`src/rtl/pulse_meter_pkg.sv`:
```
// Shared definitions for the pulse_meter block.
//
// Contents:
//   DEF_CNT_W        default width of the high/period counters and results
//   DEF_SYNC_STAGES  default synchronizer depth on the measured input
//   ST_*             2-bit measurement FSM encodings
//   state_e          typed FSM state built on the ST_* encodings
//
// Optional feature macro used by the block: PULSE_METER_TIMEOUT_EN.

package pulse_meter_pkg;

    localparam int unsigned DEF_CNT_W       = 16;
    localparam int unsigned DEF_SYNC_STAGES = 2;

    localparam logic [1:0] ST_IDLE  = 2'd0;
    localparam logic [1:0] ST_ARMED = 2'd1;
    localparam logic [1:0] ST_HIGH  = 2'd2;
    localparam logic [1:0] ST_LOW   = 2'd3;

    typedef enum logic [1:0] {
        StIdle  = ST_IDLE,
        StArmed = ST_ARMED,
        StHigh  = ST_HIGH,
        StLow   = ST_LOW
    } state_e;

endpackage

```
`src/rtl/sync_edge_detect.sv`:
```
// Multi-flop synchronizer with rising-edge detection.
//
// Parameters:
//   SYNC_STAGES  number of synchronizer flops (must be 2 or more)
// Ports:
//   clock     system clock, rising edge
//   reset     synchronous active-low reset; clears the chain and the delay flop
//   async_in  asynchronous input
//   level     synchronized level (last synchronizer stage)
//   rise      one-cycle pulse when level goes 0 -> 1

module sync_edge_detect
    import pulse_meter_pkg::*;
#(
    parameter int unsigned SYNC_STAGES = DEF_SYNC_STAGES
) (
    input  logic clock,
    input  logic reset,
    input  logic async_in,
    output logic level,
    output logic rise
);

    logic [SYNC_STAGES-1:0] sync_q;
    logic                   level_d_q;

    always_ff @(posedge clock) begin
        if (!reset) begin
            sync_q    <= '0;
            level_d_q <= 1'b0;
        end else begin
            sync_q    <= {sync_q[SYNC_STAGES-2:0], async_in};
            level_d_q <= sync_q[SYNC_STAGES-1];
        end
    end

    assign level = sync_q[SYNC_STAGES-1];
    assign rise  = level & ~level_d_q;

endmodule

```
`src/rtl/pulse_meter.sv`:
```
// Measures high width and period (in clock cycles) of an asynchronous pulse
// train and presents each completed measurement through a valid/ack handshake.
//
// Parameters:
//   CNT_W        counter / result width; counters saturate at 2^CNT_W-1
//   SYNC_STAGES  synchronizer depth on signal (2 or more)
// Ports:
//   clock       system clock, rising edge
//   reset       synchronous active-low reset
//   signal      asynchronous pulse train under measurement
//   meas_ack    consumer accepts the pending result
//   meas_valid  a captured result is pending
//   high_cnt    high cycles of the last full period
//   period_cnt  cycles from one rising edge to the next
//   overflow    a counter saturated during the captured period
//   overrun     sticky; a result was dropped while one was pending
//   timeout     (PULSE_METER_TIMEOUT_EN only) one-cycle pulse when the period
//               counter saturates and the measurement is abandoned
//
// Macro PULSE_METER_TIMEOUT_EN: when defined, a saturated period counter in
// HIGH or LOW returns the FSM to IDLE without capture and pulses timeout.
// When undefined, the FSM keeps waiting and the next rise captures saturated
// values with overflow set.

module pulse_meter
    import pulse_meter_pkg::*;
#(
    parameter int unsigned CNT_W       = DEF_CNT_W,
    parameter int unsigned SYNC_STAGES = DEF_SYNC_STAGES
) (
    input  logic             clock,
    input  logic             reset,
    input  logic             signal,
    input  logic             meas_ack,
    output logic             meas_valid,
    output logic [CNT_W-1:0] high_cnt,
    output logic [CNT_W-1:0] period_cnt,
    output logic             overflow,
    output logic             overrun
`ifdef PULSE_METER_TIMEOUT_EN
    ,
    output logic             timeout
`endif
);

    localparam logic [CNT_W-1:0] CNT_MAX = {CNT_W{1'b1}};
    localparam logic [CNT_W-1:0] CNT_ONE = {{(CNT_W-1){1'b0}}, 1'b1};

    logic s;
    logic rise;

    sync_edge_detect #(
        .SYNC_STAGES(SYNC_STAGES)
    ) u_sync (
        .clock   (clock),
        .reset   (reset),
        .async_in(signal),
        .level   (s),
        .rise    (rise)
    );

    // The synchronizer is flushed to 0 by reset, so s reads 0 for the first
    // SYNC_STAGES cycles regardless of signal. IDLE ignores s until the chain
    // holds a real sample, otherwise a signal already high at reset release
    // would look like a fresh rising edge.
    logic [SYNC_STAGES-1:0] fill_q;
    logic                   primed;

    always_ff @(posedge clock) begin
        if (!reset) begin
            fill_q <= '0;
        end else begin
            fill_q <= {fill_q[SYNC_STAGES-2:0], 1'b1};
        end
    end

    assign primed = fill_q[SYNC_STAGES-1];

    // Measurement FSM and counters
    state_e           state_q, state_d;
    logic [CNT_W-1:0] period_q, period_d;
    logic [CNT_W-1:0] high_q, high_d;
    logic             sat_q, sat_d;
    logic             capture;
`ifdef PULSE_METER_TIMEOUT_EN
    logic             timeout_q, timeout_d;
`endif

    always_comb begin
        state_d  = state_q;
        period_d = period_q;
        high_d   = high_q;
        sat_d    = sat_q;
        capture  = 1'b0;
`ifdef PULSE_METER_TIMEOUT_EN
        timeout_d = 1'b0;
`endif
        case (state_q)
            StIdle: begin
                if (primed && !s) begin
                    state_d = StArmed;
                end
            end
            StArmed: begin
                if (rise) begin
                    period_d = CNT_ONE;
                    high_d   = CNT_ONE;
                    sat_d    = 1'b0;
                    state_d  = StHigh;
                end
            end
            StHigh: begin
`ifdef PULSE_METER_TIMEOUT_EN
                if (period_q == CNT_MAX) begin
                    state_d   = StIdle;
                    timeout_d = 1'b1;
                end else
`endif
                begin
                    if (period_q == CNT_MAX) begin
                        sat_d = 1'b1;
                    end else begin
                        period_d = period_q + CNT_ONE;
                    end
                    if (s) begin
                        if (high_q == CNT_MAX) begin
                            sat_d = 1'b1;
                        end else begin
                            high_d = high_q + CNT_ONE;
                        end
                    end else begin
                        // The falling cycle counts toward the period only.
                        state_d = StLow;
                    end
                end
            end
            StLow: begin
                if (rise) begin
                    capture  = 1'b1;
                    period_d = CNT_ONE;
                    high_d   = CNT_ONE;
                    sat_d    = 1'b0;
                    state_d  = StHigh;
                end
`ifdef PULSE_METER_TIMEOUT_EN
                else if (period_q == CNT_MAX) begin
                    state_d   = StIdle;
                    timeout_d = 1'b1;
                end
`endif
                else if (period_q == CNT_MAX) begin
                    sat_d = 1'b1;
                end else begin
                    period_d = period_q + CNT_ONE;
                end
            end
            default: begin
                state_d = StIdle;
            end
        endcase
    end

    always_ff @(posedge clock) begin
        if (!reset) begin
            state_q  <= StIdle;
            period_q <= '0;
            high_q   <= '0;
            sat_q    <= 1'b0;
`ifdef PULSE_METER_TIMEOUT_EN
            timeout_q <= 1'b0;
`endif
        end else begin
            state_q  <= state_d;
            period_q <= period_d;
            high_q   <= high_d;
            sat_q    <= sat_d;
`ifdef PULSE_METER_TIMEOUT_EN
            timeout_q <= timeout_d;
`endif
        end
    end

`ifdef PULSE_METER_TIMEOUT_EN
    assign timeout = timeout_q;
`endif

    // Result registers and handshake
    logic             valid_q, valid_d;
    logic [CNT_W-1:0] high_cnt_q, high_cnt_d;
    logic [CNT_W-1:0] period_cnt_q, period_cnt_d;
    logic             overflow_q, overflow_d;
    logic             overrun_q, overrun_d;

    always_comb begin
        valid_d      = valid_q;
        high_cnt_d   = high_cnt_q;
        period_cnt_d = period_cnt_q;
        overflow_d   = overflow_q;
        overrun_d    = overrun_q;

        if (valid_q && meas_ack) begin
            valid_d   = 1'b0;
            overrun_d = 1'b0;
        end

        if (capture) begin
            // A same-cycle ack frees the slot, so the new result replaces it.
            if (!valid_q || meas_ack) begin
                valid_d      = 1'b1;
                high_cnt_d   = high_q;
                period_cnt_d = period_q;
                overflow_d   = sat_q;
            end else begin
                overrun_d = 1'b1;
            end
        end
    end

    always_ff @(posedge clock) begin
        if (!reset) begin
            valid_q      <= 1'b0;
            high_cnt_q   <= '0;
            period_cnt_q <= '0;
            overflow_q   <= 1'b0;
            overrun_q    <= 1'b0;
        end else begin
            valid_q      <= valid_d;
            high_cnt_q   <= high_cnt_d;
            period_cnt_q <= period_cnt_d;
            overflow_q   <= overflow_d;
            overrun_q    <= overrun_d;
        end
    end

    assign meas_valid = valid_q;
    assign high_cnt   = high_cnt_q;
    assign period_cnt = period_cnt_q;
    assign overflow   = overflow_q;
    assign overrun    = overrun_q;

endmodule
```
`config.mk`:
```
export PLATFORM = sky130hd
export DESIGN_NAME = pulse_meter
export DESIGN_NICKNAME = d
export VERILOG_FILES = /design/src/rtl/pulse_meter_pkg.sv /design/src/rtl/sync_edge_detect.sv /design/src/rtl/pulse_meter.sv
export SDC_FILE = /design/constraint.sdc
export NUM_CORES = 1
export LEC_CHECK = 0
export ABC_AREA = 0
export CORE_UTILIZATION = 29
export CTS_CLUSTER_DIAMETER = 200
export DETAILED_ROUTE_END_ITERATION = 7
export GPL_TIMING_DRIVEN = 0
export PLACE_DENSITY = 0.55
export SLEW_MARGIN = 10
export SYNTH_ARGS = -nofsm -noshare
export SYNTH_HDL_FRONTEND = slang
export SYNTH_SLANG_ARGS = --single-unit
export TNS_END_PERCENT = 5
```
`constraint.sdc`:
```
create_clock -name clock -period 2.1 [get_ports clock]
set_input_delay 0.21 -clock clock [delete_from_list [all_inputs] [get_ports clock]]
set_output_delay 0.21 -clock clock [all_outputs]
set_load 0.02 [all_outputs]
```
# Word-level counts from Yosys, hierarchy flattened
# Cells that the tools add are included.
word_totals:
  input_bits: 4
  output_inout_bits: 35
  regBits: 75
classes:
  n_addsub: 2
  n_bitwise: 2
  n_eq_ne: 11
  mux: 26
  reduce_logical: 13
ops:
  columns: ["operator", "count"]
  rows:
  - ["two-way mux 16 bit", 5]
  - ["case mux 16 bit (3 select lines)", 1]
  - ["adder 16 x 1 -> 16 bit (second input constant)", 2]
  - ["equality test 16 bit (second input constant)", 2]
  - ["case mux 16 bit (2 select lines)", 1]
  - ["two-way mux 1 bit", 14]
  - ["!= test 2 bit (second input constant)", 4]
  - ["two-way mux 2 bit", 3]
  - ["case mux 2 bit (3 select lines)", 1]
  - ["equality test 2 bit (second input constant)", 2]
  - ["!= test 2 x 1 -> 1 bit (second input constant)", 2]
  - ["AND reduction 2 bit", 2]
  - ["AND reduction 4 bit", 1]
  - ["case mux 1 bit (3 select lines)", 1]
  - ["AND reduction 3 bit", 1]
  - ["nonzero test 3 bit", 1]
  - ["equality test 2 x 1 -> 1 bit (second input constant)", 1]
  - ["logical AND 1 bit", 2]
  - ["logical NOT 1 bit", 2]
  - ["logical NOT 2 bit", 1]
  - ["nonzero test 2 bit", 1]
  - ["OR reduction 2 bit", 1]
  - ["bitwise AND 1 bit", 1]
  - ["logical OR 1 bit", 1]
  - ["NOT 1 bit", 1]

# Depth between registers and ports, before layout
# Gate-level depths: netlist of run 1.
depth:
  word_depth: 5
  mapped_depth: 7
  depth_no_buf: 5

# Hierarchy
# Synthesis of run 1 repeated with hierarchy kept, for this count alone.
hier_totals:
  hier_cells: 389
  area_unflattened_um2: 3203.1
by_module_without_submodules:
  columns: ["module", "n_inst", "cells_each", "area_per_inst_um2"]
  rows:
  - ["pulse_meter", 1, 382, 3110.5]
  - ["sync_edge_detect", 1, 7, 92.6]

# Worst setup path before layout of run 1
# OpenSTA, ideal clock, no wires.
synth_path:
  path_kind: "reg2reg"
  start: "register period_q[0]"
  end: "register period_q[0]"
  arrival_time_ps: 1596
  period_less_slack_ps: 1728
  stages_incl_launch_ff: 7
  setup_time_ps: 132
  required_ps: 1968
  setup_slack_ps: 372
  path_cell_list: "dfxtp_1 > ha_1 > nand3_1 > o41ai_2 > buf_4 > xor2_1 > a21oi_1"
synth_via:
  elab_chain_len: 4
  word_cells_on_any_way: 5
  classes_between: "1 x add/sub; 1 x eq/ne; 3 x mux"
synth_rtl:
  columns: ["element", "line", "text"]
  rows:
  - ["from (decl)", "pulse_meter.sv:81", "logic [CNT_W-1:0] period_q, period_d;"]
  - ["from (signal assigned)", "pulse_meter.sv:174", "period_q <= period_d;"]
  - ["adder 16 x 1 -> 16 bit / equality test 16 bit (equally long branches)", null, null]
  - ["two-way mux 16 bit (*)", "pulse_meter.sv:120, pulse_meter.sv:151", null]
  - ["two-way mux 16 bit", "pulse_meter.sv:138", "if (rise) begin"]
  - ["case mux 16 bit (3 select lines) (*)", "pulse_meter.sv:98", "case (state_q)"]
# Mark *: on every way between the ends. The rest lies on a longest branch, timed or not.
# A chain may end at the register's enable or synchronous reset.

# Final worst setup path of run 1
layout_path:
  start: "register high_q[0]"
  end: "register high_q[0]"
layout_via:
  elab_chain_len: 4
  word_cells_on_any_way: 7
  classes_between: "1 x add/sub; 2 x eq/ne; 3 x mux; 1 x reduce/logical"
layout_rtl:
  columns: ["element", "line", "text"]
  rows:
  - ["from (decl)", "pulse_meter.sv:82", "logic [CNT_W-1:0] high_q, high_d;"]
  - ["from (signal assigned)", "pulse_meter.sv:175", "high_q <= high_d;"]
  - ["adder 16 x 1 -> 16 bit", "pulse_meter.sv:129", "high_d = high_q + CNT_ONE;"]
  - ["two-way mux 16 bit", "pulse_meter.sv:126", "if (high_q == CNT_MAX) begin"]
  - ["two-way mux 16 bit", "pulse_meter.sv:125", "if (s) begin"]
  - ["case mux 16 bit (2 select lines)", "pulse_meter.sv:98", null]
# Parallel ways exist; a longest one is shown, timed or not. The select of a mux whose other input is x is not followed.

==> metrics.csv, run 1 <==
stage,metric,value,unit
outcome,status,"finished, final reports clean",
placement,pre-CTS setup slack,-0.100,ns
die,Die Y,106,um
power_and_ir_drop,combinational share of power,2.3,%
synth,Synth Cell Area,3150,sq um
die,FP Rows,37,
clock_tree,clk buf depth,2,
layout,Final #Nets,436,
power_and_ir_drop,Internal,2.02,mW
synth,Post-synth top cells,"nand2_1, dfxtp_1, a21oi_1, nand3_1, clkbuf_1",
global_routing,vias in the first global route,2548,
synth,Syn Inst Count,380,
power_and_ir_drop,Static Leak,1.19,nW
critical_path,CP Cell Sequence,ha_1 > nand3_1 > nor4_2 > nor2_1 > a211oi_2,
synth,Mean Syn Cell Area,8.29,sq um
global_routing,gr busiest metal,met1,
critical_path,Crit. End Element,flop,
synth,largest area contributor in the netlist,dfxtp_1,
die,initial core utilization,30.3,%
power_and_ir_drop,net switching power,578,uW
critical_path,startpoint class of the critical path,flop,
sta,slew at the pin closest to its max-slew limit,0.664,ns
die,Die W,106,um
synth,XOR/XNOR Fraction of Synth Area,0.278,%
synth,mux contribution to synthesized area,0.318,%
sta,final critical-path setup slack,0.139,ns
global_routing,GRT met1 Usage,20.1,%
placement,count of port buffers added during placement,38,
synth,YS warnings,0,
layout,fill cell count,1088,
layout,Finished Cell Area,3910,sq um
placement,Placed Area,3700,sq um
synth,number of synthesized flops with an enable pin,0,
global_routing,first-pass GRT wire length,12.4,mm
global_routing,largest net degree at the start of global routing,13,
sta,fmax,510,MHz
placement,Inst Count DP,554,
sta,fin crit period,1.96,ns
global_routing,GRT Total Usage,14.0,%
synth,most frequent cell after synthesis,nand2_1,
layout,Antenna diodes,0,
drt,Antenna Nets Post-Route,0,
drt,drt pass-1 iters,4,
global_routing,grt total ovfl,0,
run,max-cap viol count,0,
synth,Async SR Flop Fraction,0,%
die,Ports,39,
sta,setup TNS,0,ns
global_routing,met2 Use GR,19.5,%
synth,count of state elements after synthesis,75,
synth,top post-synthesis cells by area,"dfxtp_1, nand2_1, a21oi_1",
power_and_ir_drop,clock network fraction of design power,42.5,%
drt,DR vias,2818,
critical_path,Critical Path RT,2.37,ns
sta,Slew Limit Fails,0,
sta,crit share post-route,93.4,%
layout,fraction of layout cells with a size suffix above 1,6.91,%
sta,post-route clock skew,0.0169,ns
synth,top cell type's share of synthesized area,47.6,%
sta,setup violators final,0,
synth,Unique masters post-synth,47,
placement,GPL Wtd Cong,0.829,
critical_path,Crit Path Max Fanout,7,
critical_path,WP data arrival,2.23,ns
layout,Seq. cell area,1500,sq um
synth,sequential fraction of the synthesis area,47.6,%
synth,Synthesized Nets,386,
drt,final WL,7.43,mm
synth,post-synthesis compound-gate area fraction,18.9,%
clock_tree,clock tree sinks,75,
power_and_ir_drop,peak supply drop,309,uV
layout,post-layout util,37.6,%
power_and_ir_drop,switching part of the total,22.3,%
drt,drt wl/cell,13.0,um
sta,worst hold slack,0.326,ns
synth,Post-Synth Adder-Cell Area,0.794,%
sta,Rel. slew slack,55.4,%
critical_path,Crit-path slowest cell,nor4_2,
clock_tree,TritonCTS clock tree,built,
sta,RSZ-0062 raised after global routing,false,
drt,post-route DRC violation count,0,
sta,Final Hold Viols,0,
die,area of the core,10400,sq um
synth,simple logic cell fraction of the synthesized area,28.3,%
layout,synth-to-layout area growth,24.1,%
clock_tree,total CTS buffers,9,
critical_path,Worst path max stage delay,0.59,ns
placement,dpl hpwl,5.34,mm
power_and_ir_drop,Tot Pwr,2.60,mW
power_and_ir_drop,power per standard cell area,663,nW/um^2
clock_tree,worst skew pair latency,0.36,ns
power_and_ir_drop,sequential share of power,55.3,%
min_path,Hold WC Path Type,primary input to flop,
layout,Final Non-Filler Cells,570,
drt,iteration-0 DRC count of the detailed router,134,
clock_tree,H-tree Lvls,3,
synth,ys flop type,dfxtp_1,
clock_tree,CTS Root Cell,clkbuf_8,
drt,Vias/cell,4.94,
critical_path,WS Path Type,flop to flop,
synth,main combinational cell family by area after synthesis,simple AND/OR/NAND/NOR gates,
clock_tree,clock slew at reported path FFs,0.07,ns
layout,multi-input logic area,1540,sq um
global_routing,antenna violations before repair,0,
die,DIE AREA,11300,sq um
global_routing,met3 usage in global routing,2.58,%
[final timing paths]
path | start | to | slack, ns | cells after the start
worst min-delay path | reset | fill_q[0] | 0.33 | 1
worst min register to register | fill_q[0] | fill_q[1] | 0.44 | 1
worst max register to register | high_q[0] | high_q[0] | 0.14 | 5
worst max-delay path | high_q[0] | high_q[0] | 0.14 | 5
[critical path, delay by kind of cell (launching register included)]
family,cells,cell delay [ns]
fa+ha+maj,1,0.28
simple gates,3,0.91
compound gates,1,0.24
flops,1,0.46
[power groups by stage]
stage | Sequential, mW | Clock (mW) | Combinational, mW
finish | 1.43 | 1.10 | 0.0587
global route | 1.44 | 1.19 | 0.0661
CTS | 1.43 | 1.13 | 0.0596
detailed placement | 1.47 | 0 | 0.0589
global placement | 1.47 | 0 | 0.0581
floorplan | 1.47 | 0 | 0.0364
[what timing repair did]
action,in CTS,in global routing
gates resized for setup,1,0
cloned,0,0
setup endpoints to repair,1,6
setup buffers,0,1
hold buffers,0,0
pin swaps,0,1
[flip-flops by register name, indices dropped and copies added (netlist names)]
signal,flops
fill_q,2
high_cnt,16
high_q,16
meas_valid,1
overflow,1
overrun,1
period_cnt,16
period_q,16
sat_q,1
state_q,2
u_sync.level_d_q,1
u_sync.sync_q,2
[layer usage]
metal / share of wire [%] / up-vias / wire length (um)
li1: - / 1477 / -
met1: 53 / 1276 / 3970
met2: 41 / 55 / 3060
met3: 3.8 / 10 / 284
met4: 1.7 / 0 / 124
met5: 0 / - / 0
[layout make-up]
class	instances	share of cell area (%)
plain buffers	21	2.46
clock buffers	10	3.52
clock inverters	5	1.38
inverters	6	0.576
multi-input cells	278	39.4
flip-flops and latches	75	38.4
well taps	136	4.35
repair buffers	39	9.91
[kinds of logic after synthesis]
group,Yosys count
adder cells (fa/ha/maj),2
AO/OA/AOI/OAI,100
XOR/XNOR,1
flip-flops,75
AND/OR/NAND/NOR,174
multiplexers,1
buffers and inverters,27
[cell usage in the layout, fill, tap and decap left out, types with 7 or more instances in the layout]
cell type	n
nand3_1	16
clkbuf_1	13
or3_1	10
clkbuf_8	10
a21oi_1	60
clkdlybuf4s50_1	38
nand2_1	85
o21ai_1	7
nor2_1	11
o31ai_1	11
dfxtp_1	75
or4_1	10
Power figures use the tool's default switching activity.
==> run 2, diff against run 1 <==
Settings changed: CORE_UTILIZATION 29 to 55, PLACE_DENSITY 0.55 to 0.79.
==> metrics.csv, run 2 (same netlist as run 1, synthesis figures left out) <==
stage,metric,value,unit
drt,DR vias,2960,
power_and_ir_drop,clock network fraction of design power,40.2,%
clock_tree,clk buf depth,2,
critical_path,startpoint class of the critical path,flop,
layout,Antenna diodes,0,
clock_tree,H-tree Lvls,3,
sta,Slew Limit Fails,0,
min_path,Hold WC Path Type,primary input to flop,
global_routing,largest net degree at the start of global routing,14,
drt,Vias/cell,5.85,
placement,count of port buffers added during placement,38,
layout,Final #Nets,435,
sta,RSZ-0062 raised after global routing,false,
drt,drt wl/cell,14.5,um
layout,post-layout util,69.5,%
critical_path,R2R Setup Slk,0.20,ns
min_path,hold_sp,reset,
die,area of the core,5510,sq um
die,initial core utilization,57.2,%
sta,worst hold slack,0.331,ns
critical_path,Worst path max stage delay,0.55,ns
die,Die Y,77.7,um
sta,post-route clock skew,0.00739,ns
critical_path,WS Path Type,flop to flop,
clock_tree,clock tree sinks,75,
die,FP Rows,27,
clock_tree,CTS Root Cell,clkbuf_8,
clock_tree,hold bufs inserted after CTS,0,
placement,dpl hpwl,5.00,mm
sta,fmax,527,MHz
layout,fraction of layout cells with a size suffix above 1,7.14,%
drt,post-route DRC violation count,0,
outcome,status,"finished, final reports clean",
critical_path,CP Launch Point,period_q[8],
drt,iteration-0 DRC count of the detailed router,194,
critical_path,WP data arrival,2.12,ns
critical_path,Critical Path RT,2.32,ns
sta,setup violators final,0,
power_and_ir_drop,switching part of the total,23.7,%
layout,synth-to-layout area growth,21.4,%
power_and_ir_drop,Internal,1.90,mW
sta,Rel. slew slack,54.6,%
critical_path,reg2reg start,period_q[8],
critical_path,Crit. End Element,flop,
power_and_ir_drop,sequential share of power,57.5,%
critical_path,worst path bufs/invs,1,
critical_path,Crit-path slowest cell,o41ai_4,
clock_tree,clock slew at reported path FFs,0.08,ns
die,Die W,77.7,um
global_routing,first-pass GRT wire length,12.0,mm
run,max-cap viol count,0,
sta,fin crit period,1.90,ns
drt,Antenna Nets Post-Route,0,
global_routing,antenna violations before repair,0,
power_and_ir_drop,net switching power,591,uW
power_and_ir_drop,Static Leak,1.18,nW
sta,crit share post-route,90.4,%
sta,slew at the pin closest to its max-slew limit,0.675,ns
placement,GPL Wtd Cong,0.838,
critical_path,Top delay family on crit path,compound AO/OA/AOI/OAI gates,
global_routing,GRT Total Usage,25.0,%
clock_tree,worst skew pair latency,0.35,ns
power_and_ir_drop,peak supply drop,470,uV
clock_tree,TritonCTS clock tree,built,
sta,setup TNS,0,ns
drt,drt pass-1 iters,5,
layout,"most common cell after layout, fill and taps aside",nand2_1,
power_and_ir_drop,power per standard cell area,652,nW/um^2
global_routing,grt total ovfl,0,
placement,Inst Count DP,490,
layout,"commonest non-fill, non-tap cells in the layout","nand2_1, dfxtp_1, a21oi_1",
layout,Final Non-Filler Cells,506,
drt,final WL,7.36,mm
global_routing,vias in the first global route,2605,
clock_tree,total CTS buffers,9,
critical_path,Crit Path Max Fanout,10,
power_and_ir_drop,combinational share of power,2.3,%
critical_path,CP Cell Sequence,nand4_1 > o41ai_4 > buf_4 > xor2_1 > a21oi_1,
die,Ports,39,
die,DIE AREA,6040,sq um
sta,Final Hold Viols,0,
[run 2: worst reg2reg max path, stage by stage (launching register included)]
cell and delay [ns]:
dfxtp_1 0.44, nand4_1 0.28, o41ai_4 0.55, buf_4 0.26, xor2_1 0.16, a21oi_1 0.08
[run 2: metrics by stage]
stage | power [mW] | cell area [sq um] | setup slack [ns]
after floorplan | 1.50 | 3150 | 0.372
after global placement | 1.52 | 3620 | 0.0599
after detailed placement | 1.52 | 3620 | 0.0193
after CTS | 2.50 | 3810 | 0.0821
after global routing | 2.57 | 3830 | 0.0718
final | 2.49 | 3830 | 0.203
[run 2: what timing repair did]
| action | CTS | global route |
|---|---|---|
| resized for setup | 1 | 2 |
| pin swaps | 0 | 1 |
| endpoints found under the setup margin | 1 | 3 |
| setup buffers | 0 | 0 |
[run 2: layer usage]
metal / track usage (%) / routed length (um) / vias up / part of all wire (%)
met5: 0 / 0 / - / 0
met2: 40.6 / 3500 / 84 / 48
met1: 33.1 / 3400 / 1396 / 46
met4: 9.81 / 83 / 0 / 1.1
met3: 4.00 / 378 / 8 / 5.1
li1: - / - / 1472 / -
[run 2: layout make-up]
type / count / area (sq um)
Inverter: 6 / 22.5
Buffer: 21 / 96.3
Clock buffer: 10 / 138
Clock inverter: 6 / 41.3
Tap cell: 72 / 90.1
Sequential cell: 75 / 1500
Timing Repair Buffer: 38 / 380
Multi-Input combinational cell: 278 / 1560
Fill cell: 453 / 1680
[run 2: final timing paths]
kind                 endpoint  cells after the start
setup / recovery  period_q[0]                      5
hold / removal      fill_q[0]                      1
setup reg to reg  period_q[0]                      5
hold reg to reg     fill_q[1]                      1
[run 2: power by group through the flow]
stage / logic [mW] / registers (mW) / clock network [mW]
final: 0.0577 / 1.43 / 1.00
after global routing: 0.0632 / 1.44 / 1.07
after CTS: 0.0577 / 1.43 / 1.01
after detailed placement: 0.0565 / 1.47 / 0
after global placement: 0.0555 / 1.47 / 0
after floorplan: 0.0364 / 1.47 / 0
